**config.mk**
```make
export PLATFORM = sky130hd
export DESIGN_NAME = usb_tx_scheduler
export DESIGN_NICKNAME = d
export VERILOG_FILES = /design/src/rtl/usb_tx_scheduler.sv
export SDC_FILE = /design/constraint.sdc
export NUM_CORES = 1
export LEC_CHECK = 0
export CORE_ASPECT_RATIO = 1.5
export CORE_MARGIN = 4
export CORE_UTILIZATION = 48
export DETAILED_ROUTE_END_ITERATION = 10
export HOLD_SLACK_MARGIN = 0.06
export PLACE_DENSITY = 0.76
export SETUP_SLACK_MARGIN = 0.15
export SLEW_MARGIN = 20
export SYNTH_ARGS = -nofsm -noshare
export SYNTH_HDL_FRONTEND = slang
export SYNTH_SLANG_ARGS = --single-unit
```
**constraint.sdc**
```tcl
create_clock -name clock -period 1.8 [get_ports clock]
set_clock_uncertainty 0.05 [all_clocks]
set_input_delay 0.18 -clock clock [delete_from_list [all_inputs] [get_ports clock]]
set_output_delay 0.18 -clock clock [all_outputs]
set_load 0.05 [all_outputs]
```
**src/rtl/usb_tx_scheduler.sv**
```systemverilog
// usb_tx_scheduler: arbitrates handshake and data packet requests and serialises
// the PID byte ({~pid, pid}) followed by up to MAX_LEN payload bytes, LSB first,
// toward the CRC/bit-stuffer chain. Each packet is followed by GAP_CYCLES idle cycles.
// Ports:
//   clock, reset            rising-edge clock, async active-high reset
//   hs_req, hs_pid          handshake request (PID only), fixed priority
//   dp_req, dp_pid, dp_len  data packet request, PID and payload length
//   dp_byte, dp_byte_ack    payload byte, pulsed ack in the cycle it is captured
//   bs_ready                bit stuffer ready; 0 holds the current bit
//   hs_grant, dp_grant      grant pulses in the IDLE cycle the request is taken
//   tx_bit, tx_valid        registered serial bit and its valid flag
//   busy, done              not-idle flag, end-of-packet pulse (last GAP cycle)
module usb_tx_scheduler #(
  parameter int unsigned MAX_LEN    = 8,
  parameter int unsigned GAP_CYCLES = 2
) (
  input  logic       clock,
  input  logic       reset,
  input  logic       hs_req,
  input  logic [3:0] hs_pid,
  input  logic       dp_req,
  input  logic [3:0] dp_pid,
  input  logic [3:0] dp_len,
  input  logic [7:0] dp_byte,
  input  logic       bs_ready,
  output logic       hs_grant,
  output logic       dp_grant,
  output logic       dp_byte_ack,
  output logic       tx_bit,
  output logic       tx_valid,
  output logic       busy,
  output logic       done
);

  localparam int unsigned LEN_W = 4;
  localparam int unsigned GAP_W = 4;
  localparam logic [LEN_W-1:0] MAX_LEN_L = LEN_W'(MAX_LEN);
  localparam logic [GAP_W-1:0] GAP_LAST  = GAP_W'(GAP_CYCLES - 1);

  typedef enum logic [1:0] {IDLE, SEND_PID, SEND_DATA, GAP} state_e;

  state_e           state_q, state_d;
  logic [7:0]       sh_q, sh_d;
  logic [2:0]       bit_q, bit_d;
  logic [LEN_W-1:0] byte_q, byte_d;
  logic [LEN_W-1:0] len_q, len_d;
  logic [GAP_W-1:0] gap_q, gap_d;
  logic             tx_bit_q, tx_bit_d;
  logic             tx_valid_q, tx_valid_d;
  logic             busy_q, busy_d;
  logic             done_q, done_d;

  logic hs_grant_c, dp_grant_c, ack_c;
  logic load_byte, enter_gap, shift_bit;

  // State register and all registered outputs.
  always_ff @(posedge clock or posedge reset) begin
    if (reset) begin
      state_q    <= IDLE;
      sh_q       <= '0;
      bit_q      <= '0;
      byte_q     <= '0;
      len_q      <= '0;
      gap_q      <= '0;
      tx_bit_q   <= 1'b0;
      tx_valid_q <= 1'b0;
      busy_q     <= 1'b0;
      done_q     <= 1'b0;
    end else begin
      state_q    <= state_d;
      sh_q       <= sh_d;
      bit_q      <= bit_d;
      byte_q     <= byte_d;
      len_q      <= len_d;
      gap_q      <= gap_d;
      tx_bit_q   <= tx_bit_d;
      tx_valid_q <= tx_valid_d;
      busy_q     <= busy_d;
      done_q     <= done_d;
    end
  end

  // Next-state and datapath; everything holds unless a bit is accepted.
  always_comb begin
    state_d    = state_q;
    sh_d       = sh_q;
    bit_d      = bit_q;
    byte_d     = byte_q;
    len_d      = len_q;
    gap_d      = gap_q;
    tx_bit_d   = tx_bit_q;
    tx_valid_d = tx_valid_q;
    done_d     = 1'b0;
    hs_grant_c = 1'b0;
    dp_grant_c = 1'b0;
    ack_c      = 1'b0;
    load_byte  = 1'b0;
    enter_gap  = 1'b0;
    shift_bit  = 1'b0;

    case (state_q)
      IDLE: begin
        if (hs_req) begin
          hs_grant_c = 1'b1;
          sh_d       = {~hs_pid, hs_pid};
          len_d      = '0;
        end else if (dp_req) begin
          dp_grant_c = 1'b1;
          sh_d       = {~dp_pid, dp_pid};
          len_d      = (dp_len > MAX_LEN_L) ? MAX_LEN_L : dp_len;
        end
        // First PID bit goes out in the cycle right after the grant.
        if (hs_req || dp_req) begin
          state_d    = SEND_PID;
          bit_d      = '0;
          byte_d     = '0;
          tx_valid_d = 1'b1;
          tx_bit_d   = sh_d[0];
        end
      end
      SEND_PID: begin
        if (bs_ready) begin
          if (bit_q == 3'd7) begin
            if (len_q != '0) begin
              state_d   = SEND_DATA;
              load_byte = 1'b1;
            end else begin
              enter_gap = 1'b1;
            end
          end else begin
            shift_bit = 1'b1;
          end
        end
      end
      SEND_DATA: begin
        if (bs_ready) begin
          if (bit_q == 3'd7) begin
            byte_d = byte_q + LEN_W'(1);
            if (byte_d == len_q) enter_gap = 1'b1;
            else                 load_byte = 1'b1;
          end else begin
            shift_bit = 1'b1;
          end
        end
      end
      GAP: begin
        if (gap_q == GAP_LAST) begin
          state_d = IDLE;
        end else begin
          gap_d  = gap_q + GAP_W'(1);
          done_d = (gap_d == GAP_LAST);
        end
      end
      default: state_d = IDLE;
    endcase

    if (shift_bit) begin
      sh_d     = {1'b0, sh_q[7:1]};
      tx_bit_d = sh_q[1];
      bit_d    = bit_q + 3'd1;
    end
    // Byte is sampled on the same edge the ack is seen, so the requester may change it afterwards.
    if (load_byte) begin
      ack_c    = 1'b1;
      sh_d     = dp_byte;
      bit_d    = '0;
      tx_bit_d = dp_byte[0];
    end
    if (enter_gap) begin
      state_d    = GAP;
      gap_d      = '0;
      sh_d       = '0;
      tx_valid_d = 1'b0;
      tx_bit_d   = 1'b0;
      done_d     = (GAP_LAST == '0);
    end

    busy_d = (state_d != IDLE);
  end

  // Grants and ack are decoded in the cycle the request/byte is taken; reset masks them.
  assign hs_grant    = hs_grant_c & ~reset;
  assign dp_grant    = dp_grant_c & ~reset;
  assign dp_byte_ack = ack_c & ~reset;
  assign tx_bit      = tx_bit_q;
  assign tx_valid    = tx_valid_q;
  assign busy        = busy_q;
  assign done        = done_q;

endmodule

```
# After elaboration in Yosys (flattened, before gate mapping)
# Index checks and enable logic that the tools add are counted.
[totals] reg_bits=29 inputBits=25 out_inout_bits=7 elab_cells=115
[op_classes] add_sub_neg=3 n_lt_le_gt_ge=1 eq_ne=11 mux=61 bitwise=6 reduce_logical=22
[op_table] cell="2-to-1 mux 8 bit" count=6
[op_table] cell="2-to-1 mux 4 bit" count=9
[op_table] cell="2-to-1 mux 1 bit" count=32
[op_table] cell="2-to-1 mux 2 bit" count=6
[op_table] cell="2-to-1 mux 3 bit" count=4
[op_table] cell="AND reduction 2 bit" count=6
[op_table] cell="nonzero test 2 bit" count=6
[op_table] cell="nonzero test 4 bit" count=3
[op_table] cell="adder 4 x 1 -> 4 bit, second input constant" count=2
[op_table] cell="equality test 4 x 1 -> 1 bit, second input constant" count=2
[op_table] cell="!= test 2 bit, second input constant" count=4
[op_table] cell="NOT 4 bit" count=2
[op_table] cell="case mux 4 bit (2 select lines)" count=1
[op_table] cell="case mux 2 bit (3 select lines)" count=1
[op_table] cell="nonzero test 3 bit" count=2
[op_table] cell="nonzero test 5 bit" count=1
[op_table] cell="equality test 2 bit, second input constant" count=2
[op_table] cell="equality test 4 bit" count=1
[op_table] cell="> comparator 4 bit, second input constant" count=1
[op_table] cell="case mux 1 bit (2 select lines)" count=2
[op_table] cell="AND reduction 4 bit" count=1
[op_table] cell="adder 3 x 1 -> 3 bit, second input constant" count=1
[op_table] cell="bitwise AND 1 bit" count=3
[op_table] cell="equality test 3 bit, second input constant" count=1
[op_table] cell="5 further kinds" count=5

# Depth between registers and ports, before layout
# Gate-level depths: netlist of run 1.
[logic_depth] depth_word=8 depth_mapped=8 depth_no_buf=6

# Worst setup path after synthesis of run 1
# OpenSTA, ideal clock, no wires.
[synth_path] path_kind="register to output" from="register state_q[1]" to="output port dp_byte_ack" t_arrival_ns=2.162 setup_slack_ns=-0.592 stages_incl_launch_ff=8 cell_sequence="dfrtp_1 > inv_1 > ha_1 > buf_2 > and3_1 > clkbuf_1 > o311ai_4 > nor2_1"
[synth_via] elab_chain_len=4 elab_cells_between_ends=5 classes_between="2 x eq/ne; 2 x mux; 1 x bitwise"
[synth_rtl] item="start: declaration" line_no="42" source="state_e state_q, state_d;"
[synth_rtl] item="start signal: assignment" line_no="70" source="state_q <= state_d;"
[synth_rtl] item="equality test 2 bit / equality test 2 x 1 -> 1 bit (equally long branches)" line_no="101" source="case (state_q)"
[synth_rtl] item="case mux 1 bit (2 select lines) (*)" line_no="101"
[synth_rtl] item="2-to-1 mux 1 bit (*)" line_no="163" source="if (load_byte) begin"
[synth_rtl] item="bitwise AND 1 bit (*)" line_no="184" source="assign dp_byte_ack = ack_c & ~reset;"
[synth_rtl] item="end: declaration" line_no="28" source="output logic dp_byte_ack,"
# Every way passes the cells marked *; elsewhere a longest branch is shown, timed or not.

# Final worst setup path of run 1
[layout_path] from="register byte_q[0]" to="output port dp_byte_ack"
[layout_via] elab_chain_len=8
[layout_rtl] item="start: declaration" line_no="45" source="logic [LEN_W-1:0] byte_q, byte_d;"
[layout_rtl] item="start signal: assignment" line_no="73" source="byte_q <= byte_d;"
[layout_rtl] item="adder 4 x 1 -> 4 bit" line_no="138" source="byte_d = byte_q + LEN_W'(1);"
[layout_rtl] item="equality test 4 bit" line_no="139" source="if (byte_d == len_q) enter_gap = 1'b1;"
[layout_rtl] item="2-to-1 mux 1 bit" line_no="139"
[layout_rtl] item="2-to-1 mux 1 bit" line_no="137" source="if (bit_q == 3'd7) begin"
[layout_rtl] item="2-to-1 mux 1 bit" line_no="136" source="if (bs_ready) begin"
[layout_rtl] item="case mux 1 bit (2 select lines)" line_no="101"
[layout_rtl] item="2-to-1 mux 1 bit" line_no="163"
[layout_rtl] item="bitwise AND 1 bit" line_no="184"
# Every way passes these cells.

==> results_dict.tcl, run 1 <==
set metrics [dict create \
    cts_tree "built" \
    number_of_enable_type_register_cells_in_the_synthesized_netlist 0 \
    synth.ff_latch_count 29 \
    globalplace.congestion 0.882 \
    synthesized_area_divided_by_synthesized_cell_count_sq_um 9.63 \
    timing.critical_path.cells "ha_4, xnor2_4, xnor2_4, o311ai_4, nor2_4, buf_12" \
    cpPeakStageDelay_ns 0.43 \
    cp_top_family "flip-flops" \
    report.final.slew_viol_count 0 \
    detailed_place_hpwl_um 4510 \
    worst_slack_ns -0.254 \
    cellPowerDensity_nw_per_um2 1220 \
    cts.root.buffer_cell "sky130_fd_sc_hd__clkbuf_8" \
    hp-class "in -> reg" \
    status "finished with violations" \
    cp_slowest_cell "sky130_fd_sc_hd__dfrtp_1" \
    routed_wire_length_per_instance_um 23.9 \
    cells_after_synthesis 196 \
    io_pins 32 \
    cts-buffers-inserted 5 \
    postSynth.topFlopCell "sky130_fd_sc_hd__dfrtp_1" \
    hold_viol 0 \
    max_clock_freq_mhz 487 \
    synth_simple_gate_area_share_pct 16.6 \
    clk_slew_on_worst_s_h_paths_ns 0.08 \
    cts.hold.buffers_added 0 \
    critical_path_peak_fanout 2 \
    grt_pass1_wl_um 10600 \
    sw_frac_of_total_pct 43.6 \
    adder_cell_share_of_the_synthesized_area_pct 6.63 \
    clock_path_buffers 2 \
    share_clk_of_total_power_pct 16.1 \
    syn_area_sq_um 1890 \
    total_global_route_track_usage_pct 28.0 \
    internal_power_mw 2.19 \
    critical_path.most_common_cell "sky130_fd_sc_hd__xnor2_4" \
    io_buffer_count 31 \
    p_seq_share_pct 26.9 \
    violations "negative setup slack" \
    drt.antenna.violating_nets 0 \
    number_of_antenna_violations_at_the_first_check_in_global_routing 0 \
    htree_levels 2 \
    design.die.area_sq_um 5020 \
    most-common-layout-cells "sky130_fd_sc_hd__buf_4 (34), sky130_fd_sc_hd__dfrtp_1 (28), sky130_fd_sc_hd__clkdlybuf4s50_1 (23)" \
    cts_num_sinks 29 \
    grt_setup_unrepaired "yes" \
    drt-initial-drc-count 202 \
    first_global_vias 2194 \
    post-route-period-util_pct 114 \
    clock_insertion_delay_worst_skew_ns 0.30 \
    vias_per_cell 6.57 \
    tightest_slew_ns 0.520 \
    die-width_um 59.2 \
    synth_cell_type_count 48 \
    maxCapViolations 0 \
    synth_seq_area_share_pct 38.5 \
    cp_data_arrival_time_ns 1.82 \
    rows 27 \
    static-leakage-power_nw 1.30 \
    synth_async_sr_flop_share_pct 100 \
    post_synth_xor_area_fraction_pct 5.90 \
    timing.critical_path.required_ns 1.57 \
    crit_path_end_kind "primary output" \
    crit_type "reg -> out" \
    die_y_um 84.8 \
    layoutNonFillerInstCount 317 \
    synth_compound_area_share_pct 25.2 \
    crit_buf_inv 1 \
    fin_crit_ns 2.05 \
    comb_power_share_pct 57.0 \
    synthesis_to_layout_area_growth_pct 68.2 \
    net-switching-power_mw 1.69 \
    hold_ws_ns 0.388 \
    core_ar_sq_um 3720 \
    mostFrequentLayoutCell "sky130_fd_sc_hd__buf_4" \
    setup_viol 22 \
    drt_wl_total_um 7590 \
    antenna-diode-count 0 \
    final_nets 308 \
    muxShareOfSynthArea_pct 3.25 \
    drive_gt1_share_pct 44.5 \
    yosysWarningCount 0 \
    max-slew-margin-rel_pct 65.5 \
    synthesis.nets 231 \
    power.ir.vdd_worst_uv 1020 \
    synth_top_family_by_area "compound AO/OA/AOI/OAI gates" \
    crit_path_start_kind "flop" \
    drc 0 \
    grt_max_degree 30 \
    dp.cells 295 \
    dr.pass1.iters 4 \
    via_count 2082 \
    floorplan.initialDensity_pct 50.8 \
    overflow_left_after_global_routing 0 \
]
## layout make-up
class | count | area (sq um)
Multi-Input combinational cell | 149 | 1510
Sequential cell | 29 | 727
Inverter | 9 | 35.0
Clock inverter | 1 | 5.00
Timing Repair Buffer | 79 | 752
Clock buffer | 7 | 96.3
Tap cell | 43 | 53.8
Fill cell | 189 | 542
## power groups by stage
| stage | logic, mW | registers (mW) | clock network (mW) |
|---|---|---|---|
| 2_1_floorplan | 0.972 | 1.07 | 0 |
| 3_3_place_gp | 1.58 | 0.996 | 0 |
| 3_5_place_dp | 1.64 | 1.01 | 0 |
| 4_1_cts | 1.87 | 1.02 | 0.611 |
| 5_1_grt | 2.35 | 1.06 | 0.650 |
| 6_report | 2.21 | 1.04 | 0.623 |
## flip-flops by register name (all words and copies together), names as in the netlist
signal,flops
bit_q,3
busy,1
byte_q,4
done,1
gap_q,4
len_q,4
sh_q,8
state_q,2
tx_bit,1
tx_valid,1
## through the flow
step                      worst slack [ns]  cell area [sq um]  utilization (%)  setup TNS [ns]  power, mW
after detailed placement           -0.0775               2610             70.1          -0.189       2.66
after CTS                           -0.199               2990             80.4           -1.04       3.50
final                               -0.254               3170             85.4           -2.65       3.88
after global routing                -0.277               3170             85.4           -3.44       4.06
after global placement             -0.0283               2610             70.1         -0.0379       2.58
after floorplan                     0.0276               2030                -               0       2.04
## cells by family (layout without fill, tap and decap cells)
group | count (synthesis) | in the layout
xor+xnor | 11 | 11
flops | 29 | 29
mux | 6 | 6
buf+inv | 18 | 96
fa+ha+maj | 10 | 10
simple gates | 59 | 59
compound gates | 63 | 63
## final timing paths
path	start	endpoint	slack, ns	depth (start not counted)
min	dp_byte[7]	sh_q[7]$_DFFE_PP0P_	0.39	3
max in group asynchronous	reset	busy$_DFF_PP0_	0.99	3
max	byte_q[0]$_DFFE_PP0P_	dp_byte_ack	-0.25	6
max reg2reg	byte_q[0]$_DFFE_PP0P_	done$_DFF_PP0_	-0.20	8
min in group asynchronous	reset	byte_q[2]$_DFFE_PP0P_	0.41	3
min reg2reg	tx_bit$_DFFE_PP0P_	tx_bit$_DFFE_PP0P_	0.49	2
## worst reg2reg max path: cells and delay by family, from the launching register on
family,cells,cell delay (ns)
flip-flops,1,0.43
adder cells (fa/ha/maj),1,0.21
XOR/XNOR,2,0.38
AO/OA/AOI/OAI,2,0.42
buffers and inverters,3,0.40
## metal layers
metal	wire (um)	part of all wire (%)	global-route usage (%)	up-vias
met2	4140	55	50.7	119
met3	429	5.7	5.08	51
met5	0	0	0	-
li1	-	-	-	891
met4	505	6.7	13.6	0
met1	2510	33	29.5	1021
## cell usage after synthesis, types with 2 or more instances
master                      n  share of area [%]
sky130_fd_sc_hd__nand3_1    5                1.3
sky130_fd_sc_hd__nor2_1    15                3.0
sky130_fd_sc_hd__or2_2      2               0.66
sky130_fd_sc_hd__a22oi_1    5                2.0
sky130_fd_sc_hd__mux2i_1    5                2.7
sky130_fd_sc_hd__nand4_1    6                2.0
sky130_fd_sc_hd__ha_1      10                6.6
sky130_fd_sc_hd__and3_1     2               0.66
sky130_fd_sc_hd__a21oi_1   13                3.4
sky130_fd_sc_hd__a22o_1     6                2.8
sky130_fd_sc_hd__xnor2_2    2                1.7
sky130_fd_sc_hd__nand2_1   13                2.6
sky130_fd_sc_hd__nor3_1     5                1.3
sky130_fd_sc_hd__nand2b_1   2               0.66
sky130_fd_sc_hd__o31ai_1    7                2.8
sky130_fd_sc_hd__a31oi_1    3               0.99
sky130_fd_sc_hd__dfrtp_1   29                 38
sky130_fd_sc_hd__a221oi_1   2               0.93
sky130_fd_sc_hd__clkbuf_1   4               0.80
sky130_fd_sc_hd__o21ai_0   11                2.9
sky130_fd_sc_hd__a32o_1     3                1.6
sky130_fd_sc_hd__xnor2_1    5                2.3
sky130_fd_sc_hd__xor2_1     4                1.9
sky130_fd_sc_hd__nor2b_1    2               0.66
sky130_fd_sc_hd__inv_1      8                1.6
sky130_fd_sc_hd__buf_2      5                1.3
## repair_timing
action                     4_1_cts  5_1_grt
buffers inserted                 6        8
gates resized for setup         55       26
setup endpoints to repair       31       25
cloned                           0        0
pin swaps                       27       13
(Power assumes the default switching activity.)
==> run 2: changes to the inputs <==
--- a/config.mk
+++ b/config.mk
@@ -5,6 +5,7 @@
 export SDC_FILE = /design/constraint.sdc
 export NUM_CORES = 1
 export LEC_CHECK = 0
+export ABC_AREA = 1
 export CORE_ASPECT_RATIO = 1.5
 export CORE_MARGIN = 4
 export CORE_UTILIZATION = 48
==> results_dict.tcl, run 2 <==
set metrics [dict create \
    status "finished with violations" \
    violations "negative setup slack" \
    cellPowerDensity_nw_per_um2 1220 \
    clk_slew_on_worst_s_h_paths_ns 0.07 \
    post-route-period-util_pct 109 \
    cts.root.buffer_cell "sky130_fd_sc_hd__clkbuf_8" \
    cells_after_synthesis 253 \
    first_global_vias 2074 \
    grt_pass1_wl_um 9190 \
    largest_reg_flops 8 \
    crit_path_start_kind "flop" \
    critical_path_peak_fanout 2 \
    max-slew-margin-rel_pct 66.6 \
    clock_path_buffers 2 \
    drt_wl_total_um 6370 \
    dr.pass1.iters 4 \
    yosysWarningCount 0 \
    static-leakage-power_nw 1.45 \
    max_flop_register "sh_q" \
    vias_per_cell 5.70 \
    design.die.area_sq_um 5100 \
    crit_path_end_kind "primary output" \
    stdcell_area_sq_um 3070 \
    synth.ff_latch_count 29 \
    synth_area_leaders "sky130_fd_sc_hd__dfrtp_1 (38%), sky130_fd_sc_hd__nand2_1 (13%), sky130_fd_sc_hd__ha_1 (6.5%), sky130_fd_sc_hd__inv_1 (6.5%), sky130_fd_sc_hd__nand4_1 (5.2%)" \
    htree_levels 2 \
    cts-buffers-inserted 5 \
    synth_cell_type_count 30 \
    number_of_antenna_violations_at_the_first_check_in_global_routing 0 \
    final_util_pct 81.8 \
    detailed_place_hpwl_um 3890 \
    cp_data_arrival_time_ns 1.73 \
    cts_tree "built" \
    tightest_slew_ns 0.500 \
    most-common-layout-cells "sky130_fd_sc_hd__nand2_1 (59), sky130_fd_sc_hd__dfrtp_1 (28), sky130_fd_sc_hd__buf_4 (26)" \
    drt.antenna.violating_nets 0 \
    antenna-diode-count 0 \
    top_count_cell_post_synth "sky130_fd_sc_hd__nand2_1" \
    clock_insertion_delay_worst_skew_ns 0.30 \
    via_count 2126 \
    synthTopCellsByCount "sky130_fd_sc_hd__nand2_1 (69), sky130_fd_sc_hd__inv_1 (33), sky130_fd_sc_hd__dfrtp_1 (29)" \
    worst_slack_ns -0.165 \
    synthDominantCellAreaShare_pct 37.8 \
    final_nets 364 \
    timing.critical_path.required_ns 1.57 \
    drt-initial-drc-count 102 \
    die_y_um 85.4 \
    maxCapViolations 0 \
    report.final.slew_viol_count 0 \
    setup_viol 9 \
    grt_setup_unrepaired "yes" \
    synth_async_sr_flop_share_pct 100 \
    max_clock_freq_mhz 509 \
    rows 27 \
    hold_viol 0 \
    postSynth.topFlopCell "sky130_fd_sc_hd__dfrtp_1" \
    globalplace.congestion 0.920 \
    io_buffer_count 31 \
    fin_crit_ns 1.96 \
    placed_area_sq_um 2430 \
    power.ir.vdd_worst_uv 1230 \
    cts.hold.buffers_added 0 \
    synth_top_cell_by_area "sky130_fd_sc_hd__dfrtp_1" \
    grt_max_degree 30 \
    synth_seq_area_share_pct 37.8 \
    floorplan.initialDensity_pct 51.2 \
    syn_area_sq_um 1920 \
    overflow_left_after_global_routing 0 \
    core_ar_sq_um 3750 \
    synthesis_to_layout_area_growth_pct 59.8 \
    crit_type "reg -> out" \
    synthesized_area_divided_by_synthesized_cell_count_sq_um 7.59 \
    routed_wire_length_per_instance_um 17.1 \
    io_pins 32 \
    die-width_um 59.6 \
    mostFrequentLayoutCell "sky130_fd_sc_hd__nand2_1" \
    total_global_route_track_usage_pct 23.7 \
    hp-class "in -> async" \
    drc 0 \
    drive_gt1_share_pct 38.8 \
    synthesis.nets 288 \
    number_of_enable_type_register_cells_in_the_synthesized_netlist 0 \
    cts_num_sinks 29 \
]
==> run 2: layer usage <==
metal,vias to the layer above,share of wire [%],track usage (%)
met3,42,5.2,4.72
met2,99,53,42.9
met1,1007,35,24.8
li1,978,-,-
met5,-,0,0
met4,0,6.7,11.7
==> run 2: power by group <==
group / internal, mW / total (mW) / switching [mW]
Combinational: 0.904 / 2.06 / 1.15
Sequential: 0.869 / 1.04 / 0.176
Clock: 0.345 / 0.630 / 0.285
Total: 2.12 / 3.73 / 1.61
==> run 2: kinds of logic (layout without fill, tap and decap cells) <==
kind of cell               after synthesis  count (layout)  synth area share (%)
DFF                                     29              29                  37.8
buffers and inverters                   44             121                  10.2
adders and majority gates               10              10                  6.52
and+or+nand+nor                        138             138                  35.2
AOI/OAI and AO/OA                       31              31                  9.78
xor gates and xnor gates                 1               1                 0.456
==> run 2: critical path, stage by stage, from the launching register on <==
cell	delay (ns)
sky130_fd_sc_hd__dfrtp_1	0.42
sky130_fd_sc_hd__ha_4	0.29
sky130_fd_sc_hd__inv_2	0.03
sky130_fd_sc_hd__nand2_1	0.05
sky130_fd_sc_hd__nand4_1	0.15
sky130_fd_sc_hd__nor2_4	0.14
sky130_fd_sc_hd__nand2_4	0.07
sky130_fd_sc_hd__nand3_4	0.08
sky130_fd_sc_hd__nor2_4	0.05
sky130_fd_sc_hd__buf_12	0.15
==> run 2: final timing paths <==
kind,startpoint,to,slack [ns],depth (start not counted)
max in group asynchronous,reset,state_q[1]$_DFF_PP0_,1.00,3
hold / removal,reset,sh_q[2]$_DFFE_PP0P_,0.40,3
setup / recovery,byte_q[0]$_DFFE_PP0P_,dp_byte_ack,-0.16,9
setup reg to reg,byte_q[0]$_DFFE_PP0P_,bit_q[0]$_DFFE_PP0P_,-0.09,12
min in group clock,tx_bit$_DFFE_PP0P_,tx_bit$_DFFE_PP0P_,0.43,2
hold reg to reg,tx_bit$_DFFE_PP0P_,tx_bit$_DFFE_PP0P_,0.43,2
==> run 2: per-stage QoR <==
stage	total power [mW]	TNS, ns	hold slack, ns	std cells	setup WS, ns
CTS	3.35	-0.216	0.427	364	-0.137
global placement	2.46	-0.0841	0.414	343	-0.0560
global route	3.98	-1.54	0.434	373	-0.237
detailed placement	2.49	-0.246	0.414	343	-0.0771
floorplan	2.02	-0.0739	0.208	253	-0.0739
finish	3.73	-0.435	0.403	373	-0.165
==> run 2: what timing repair did <==
item / in CTS / in global routing
endpoints found under the setup margin: 26 / 29
resized for setup: 42 / 56
setup buffers: 13 / 9
pin swaps: 18 / 25
endpoints found under the hold margin: 0 / 0
==> run 2: area by class of cell <==
cell class,instances,area [sq um]
multi-input cells,180,1290
flip-flops and latches,29,727
repair buffers,73,716
fillers,211,682
inverters,40,178
clock buffers,7,96.3
well taps,43,53.8
clock inverters,1,5.00
